## config.mk

```make
export PLATFORM = sky130hd
export DESIGN_NAME = data_mem_access_unit
export DESIGN_NICKNAME = d
export VERILOG_FILES = /design/src/rtl/data_mem_access_unit.sv
export SDC_FILE = /design/constraint.sdc
export NUM_CORES = 1
export LEC_CHECK = 0
export ABC_AREA = 1
export CORE_UTILIZATION = 40
export DETAILED_ROUTE_END_ITERATION = 16
export DONT_BUFFER_PORTS = 1
export GPL_TIMING_DRIVEN = 0
export PLACE_DENSITY = 0.61
export SYNTH_ARGS = -nofsm -noshare
export SYNTH_HDL_FRONTEND = slang
export SYNTH_SLANG_ARGS = --single-unit
```

## constraint.sdc

```tcl
create_clock -name CLK -period 1.6 [get_ports CLK]
set_input_delay 0.24 -clock CLK [delete_from_list [all_inputs] [get_ports CLK]]
set_output_delay 0.24 -clock CLK [all_outputs]
set_load 0.05 [all_outputs]
```

## src/rtl/data_mem_access_unit.sv

```systemverilog
// data_mem_access_unit: MEM-stage load/store engine with request/ack handshake,
// byte-lane steering, load extension, misalignment detection and access timeout.
module data_mem_access_unit #(
    parameter int TIMEOUT_CYCLES = 255
) (
    input  logic        CLK,
    input  logic        RESET,
    input  logic [3:0]  MEM_RW,
    input  logic [31:0] ADDRESS,
    input  logic [31:0] STORE_DATA,
    output logic        BUSY,
    output logic [31:0] LOAD_DATA,
    output logic        MISALIGNED,
    output logic        BUS_ERROR,
    output logic        MEM_READ,
    output logic        MEM_WRITE,
    output logic [31:0] MEM_ADDR,
    output logic [31:0] MEM_WRITEDATA,
    output logic [3:0]  MEM_BYTE_EN,
    input  logic [31:0] MEM_READDATA,
    input  logic        MEM_ACK
);

    typedef enum logic [1:0] {S_IDLE, S_WAIT, S_DONE} state_t;

    state_t      state_q, state_d;
    logic [15:0] cnt_q, cnt_d;
    logic [2:0]  op_q, op_d;
    logic [1:0]  lane_q, lane_d;
    logic [31:0] load_data_q, load_data_d;
    logic        bus_error_q, bus_error_d;
    logic        mem_read_q, mem_read_d;
    logic        mem_write_q, mem_write_d;
    logic [31:0] mem_addr_q, mem_addr_d;
    logic [31:0] mem_wdata_q, mem_wdata_d;
    logic [3:0]  mem_be_q, mem_be_d;

    logic [2:0]  op;
    logic        is_store, is_half, is_word, misaligned;
    logic [3:0]  be;
    logic [31:0] wdata, rd_word, rd_ext;

    always_comb begin
        op         = MEM_RW[2:0];
        is_store   = (op == 3'b011) || (op[2:1] == 2'b11);
        is_half    = (op[1:0] == 2'b01) || (op == 3'b110);
        is_word    = (op == 3'b010) || (op == 3'b111);
        misaligned = (is_half && ADDRESS[0]) || (is_word && (ADDRESS[1:0] != 2'b00));
        be         = !is_store ? 4'b0000 :
                     is_word   ? 4'b1111 :
                     is_half   ? (ADDRESS[1] ? 4'b1100 : 4'b0011) :
                                 4'b0001 << ADDRESS[1:0];
        wdata      = !is_store ? 32'h0 :
                     is_word   ? STORE_DATA :
                     is_half   ? {2{STORE_DATA[15:0]}} :
                                 {4{STORE_DATA[7:0]}};
        rd_word    = MEM_READDATA >> {lane_q, 3'b000};
        rd_ext     = (op_q == 3'b000) ? {{24{rd_word[7]}}, rd_word[7:0]} :
                     (op_q == 3'b100) ? {24'h0, rd_word[7:0]} :
                     (op_q == 3'b001) ? {{16{rd_word[15]}}, rd_word[15:0]} :
                     (op_q == 3'b101) ? {16'h0, rd_word[15:0]} :
                                        MEM_READDATA;
    end

    // Nothing is accepted while reset is held, so BUSY/MISALIGNED stay low then.
    always_comb begin
        state_d     = state_q;
        cnt_d       = cnt_q;
        op_d        = op_q;
        lane_d      = lane_q;
        load_data_d = load_data_q;
        bus_error_d = 1'b0;
        mem_read_d  = mem_read_q;
        mem_write_d = mem_write_q;
        mem_addr_d  = mem_addr_q;
        mem_wdata_d = mem_wdata_q;
        mem_be_d    = mem_be_q;
        BUSY        = 1'b0;
        MISALIGNED  = 1'b0;
        case (state_q)
            S_IDLE: begin
                if (MEM_RW[3] && RESET) begin
                    if (misaligned) begin
                        MISALIGNED = 1'b1;
                    end else begin
                        BUSY        = 1'b1;
                        op_d        = op;
                        lane_d      = ADDRESS[1:0];
                        mem_addr_d  = {ADDRESS[31:2], 2'b00};
                        mem_wdata_d = wdata;
                        mem_be_d    = be;
                        mem_read_d  = !is_store;
                        mem_write_d = is_store;
                        cnt_d       = 16'h0;
                        state_d     = S_WAIT;
                    end
                end
            end
            S_WAIT: begin
                BUSY = 1'b1;
                if (MEM_ACK) begin
                    mem_read_d  = 1'b0;
                    mem_write_d = 1'b0;
                    load_data_d = mem_read_q ? rd_ext : load_data_q;
                    state_d     = S_DONE;
                end else if (cnt_q == 16'(TIMEOUT_CYCLES - 1)) begin
                    mem_read_d  = 1'b0;
                    mem_write_d = 1'b0;
                    bus_error_d = 1'b1;
                    load_data_d = mem_read_q ? 32'h0 : load_data_q;
                    state_d     = S_DONE;
                end else begin
                    cnt_d = cnt_q + 16'h1;
                end
            end
            S_DONE:  state_d = S_IDLE;
            default: state_d = S_IDLE;
        endcase
    end

    always_ff @(posedge CLK or negedge RESET) begin
        if (!RESET) begin
            state_q     <= S_IDLE;
            cnt_q       <= 16'h0;
            op_q        <= 3'b000;
            lane_q      <= 2'b00;
            load_data_q <= 32'h0;
            bus_error_q <= 1'b0;
            mem_read_q  <= 1'b0;
            mem_write_q <= 1'b0;
            mem_addr_q  <= 32'h0;
            mem_wdata_q <= 32'h0;
            mem_be_q    <= 4'b0000;
        end else begin
            state_q     <= state_d;
            cnt_q       <= cnt_d;
            op_q        <= op_d;
            lane_q      <= lane_d;
            load_data_q <= load_data_d;
            bus_error_q <= bus_error_d;
            mem_read_q  <= mem_read_d;
            mem_write_q <= mem_write_d;
            mem_addr_q  <= mem_addr_d;
            mem_wdata_q <= mem_wdata_d;
            mem_be_q    <= mem_be_d;
        end
    end

    assign LOAD_DATA     = load_data_q;
    assign BUS_ERROR     = bus_error_q;
    assign MEM_READ      = mem_read_q;
    assign MEM_WRITE     = mem_write_q;
    assign MEM_ADDR      = mem_addr_q;
    assign MEM_WRITEDATA = mem_wdata_q;
    assign MEM_BYTE_EN   = mem_be_q;

endmodule

```

==> results.cfg <==
[detailed_routing]
vias = 6267
drt_iter0_markers = 448
dr.pass1.iters = 5
drt-vias-per-instance = 5.137
post_drt_wl_per_cell_um = 17.05
drt-total-wl_um = 20800
drc = 0
ant_nets = 0

[grt]
grt_pass1_vias = 5900
grt_overflow = 0
grt_first_pass_wirelength_um = 31310
grt_max_degree = 126
track_usage = 0.2454
antenna_found_initial = 0

[placement]
post-place-cells = 1093
routabilityCongestion = 0.9220
portBuffers = 0
detailedPlace.worstSlack_ns = -0.4107
placed_area_mm2 = 0.006674
dp_hpwl_um = 13050

[timing]
clock_skew_ns = 0.008675
setup-violations-final = 106
tightest_slew_ns = 0.5601
timing.fmax_mhz = 498.2
setup_slack_ns = -0.4072
relSlewSlack = 0.6266
hold-worst-slack_ns = -0.4779
finalMaxSlewViolations = 0
rsz0062_at_grt = yes
timing.final.crit_share = 1.254
period_needed_ns = 2.007
hold_viol = 124

[power]
clkPwrFrac = 0.178
p_per_area_mw_per_mm2 = 2206
swShare = 0.5274
power.total_mw = 19.89
p_switching_mw = 10.49
p_int_mw = 9.399
power.leakage_nw = 4.501
comb_power_share = 0.346
share_seq_of_total_power = 0.476
ir_drop_mv = 1.314

[floorplan]
die_y_um = 128.5
row_count = 45
die-width_um = 128.5
start_util = 0.4149
die_area_mm2 = 0.01651
io_pins = 208
core-area_mm2 = 0.01543

[critical_path]
crit_type = flop to primary output
critPathMostFrequentCell = inv_2
cp-start-kind = flop
cp_num_buf_inv = 4
arrival_ns = 1.77
path_cells = nor2_1 > nor2_2 > inv_2 > nand2_4 > nor2_4 > inv_2 > buf_6 > buf_12 > nand2_8
worst-path-max-fanout = 3
cp_top_family = simple AND/OR/NAND/NOR gates
end_kind = primary output
critPathMaxStageDelay_ns = 0.43
slowest_stage = dfrtp_1
required_ns = 1.36

[cts]
cts_max_path_buffers = 2
cts_root_buf = clkbuf_16
cts_tree = done
clk_latency_ns = 0.42
h-tree-depth = 4
cts.sinks = 124
cts_inserted_buffers = 17
path_clk_slew_ns = 0.06
holdBufCountCts = 45

[final_layout]
seqCellArea_mm2 = 0.003107
instances_no_fill = 1220
drive_gt1_frac = 0.2996
layout.nets = 1100
multi_input_area_mm2 = 0.003393
fin_area_mm2 = 0.009016
final_util = 0.5844
synthToLayoutAreaGrowth_pct = 40.85
nFillCells = 1440

[logic_synthesis]
ys_top_cells_by_area = dfrtp_1 (48%), nand2_1 (23%), nand3_1 (5.6%)
yosysSeqAreaShare = 0.4848
synth-async-reset-ratio = 1.000
netlist_instances = 881
synth_top_flop_cell = dfrtp_1
yosys.cell_count.top_type = nand2_1
yosysWarnings = 0
post_synth.cell_area_avg_um2 = 7.266
synth-edff-count = 0
syn-cell-area_mm2 = 0.006401
synth_top_area_frac = 0.4848
ys_top_cells_by_count = nand2_1 (386), dfrtp_1 (124), nand3_1 (71), inv_1 (62), o21ai_0 (58)
synth_seq_cells = 124
synth_top_area_cell = dfrtp_1
synth_cell_type_count = 30

[outcome]
status = finished with violations
failed_checks = negative hold slack, negative setup slack

[job]
cap_violations = 0

[min_path]
hold_path_class = primary input to async pin
## power groups by stage
stage          Sequential (mW)  Combinational, mW  Clock (mW)
6_report                  9.46               6.89        3.54
4_1_cts                   9.27               5.25        3.59
3_5_place_dp              9.27               4.25           0
5_1_grt                   9.62               7.56        3.76
3_3_place_gp              9.27               4.16           0
2_1_floorplan             8.94               3.30           0
## cell families (layout without fill, tap and decap cells)
logic type	count (synthesis)	in the layout	synth area share
buf+inv	108	234	0.07428
other cells	1	3	0.0005858
xor+xnor	1	1	0.001369
simple gates	520	520	0.3319
fa+ha+maj	2	2	0.003909
flops	124	124	0.4848
compound gates	125	125	0.1032
## final timing paths
kind,start,to,slack [ns],cells past startpoint
worst max-delay path,state_q[1],BUSY,-0.41,9
worst min-delay path,RESET,cnt_q[0],-0.48,0
worst max register to register,state_q[0],MEM_WRITE,-0.26,15
worst min register to register,cnt_q[15],cnt_q[15],0.54,2
max in group asynchronous,RESET,LOAD_DATA[15],1.81,0
min in group CLK,MEM_READDATA[6],LOAD_DATA[6],0.03,2
## stage by stage
stage	hold slack, ns	setup TNS (ns)
5_1_grt	-0.4953	-22.99
3_5_place_dp	-0.04792	-16.64
3_3_place_gp	-0.04806	-16.23
2_1_floorplan	-0.05559	-0.03102
6_report	-0.4779	-13.01
4_1_cts	-0.4912	-7.025
## flip-flops by register name, summed over array words and instances (netlist names)
register / count
op_q: 3
cnt_q: 16
MEM_WRITE: 1
lane_q: 2
LOAD_DATA: 32
BUS_ERROR: 1
MEM_WRITEDATA: 32
state_q: 2
MEM_READ: 1
MEM_ADDR: 30
MEM_BYTE_EN: 4
## layout make-up
| type | count | share of cell area |
|---|---|---|
| diodes | 1 | 0.0002775 |
| plain buffers | 40 | 0.04108 |
| clock buffers | 18 | 0.04760 |
| clock inverters | 14 | 0.01249 |
| inverters | 67 | 0.02859 |
| multi-input cells | 650 | 0.3764 |
| flip-flops and latches | 124 | 0.3446 |
| well taps | 211 | 0.02928 |
| repair buffers | 95 | 0.1198 |
## cell usage in the layout (no fill, tap or decap), types with 5 or more instances in the layout
master,netlist,routed
o21ai_2,0,26
nor2_4,1,5
nor2_2,1,6
dlygate4sd3_1,0,45
nand2_1,386,279
nand2_2,2,87
nand2_4,0,21
clkbuf_1,11,8
buf_4,9,29
nand4_1,6,6
buf_12,0,5
inv_2,2,11
o21ai_0,58,35
inv_1,62,53
o21ai_1,35,32
buf_6,2,22
clkinv_4,0,6
or2_2,21,21
buf_2,16,5
a21oi_1,16,16
clkbuf_16,0,26
nand3_1,71,68
nor2_1,31,22
buf_8,0,9
o211ai_1,5,5
dfrtp_1,124,121
## metal layers
layer | track usage | wire length (um) | vias up
met5 | 0 | 0 | -
met4 | 0.07128 | 201 | 0
met3 | 0.08524 | 1843 | 14
met2 | 0.4045 | 10150 | 244
met1 | 0.3041 | 8605 | 2986
li1 | - | - | 3023
## repair_timing
action / CTS / global route
resized for setup: 75 / 228
endpoints found under the setup margin: 103 / 125
pin swaps: 17 / 63
buffers inserted: 29 / 11
endpoints found under the hold margin: 169 / 124
gates cloned: 6 / 10
Power figures use the tool's default switching activity.
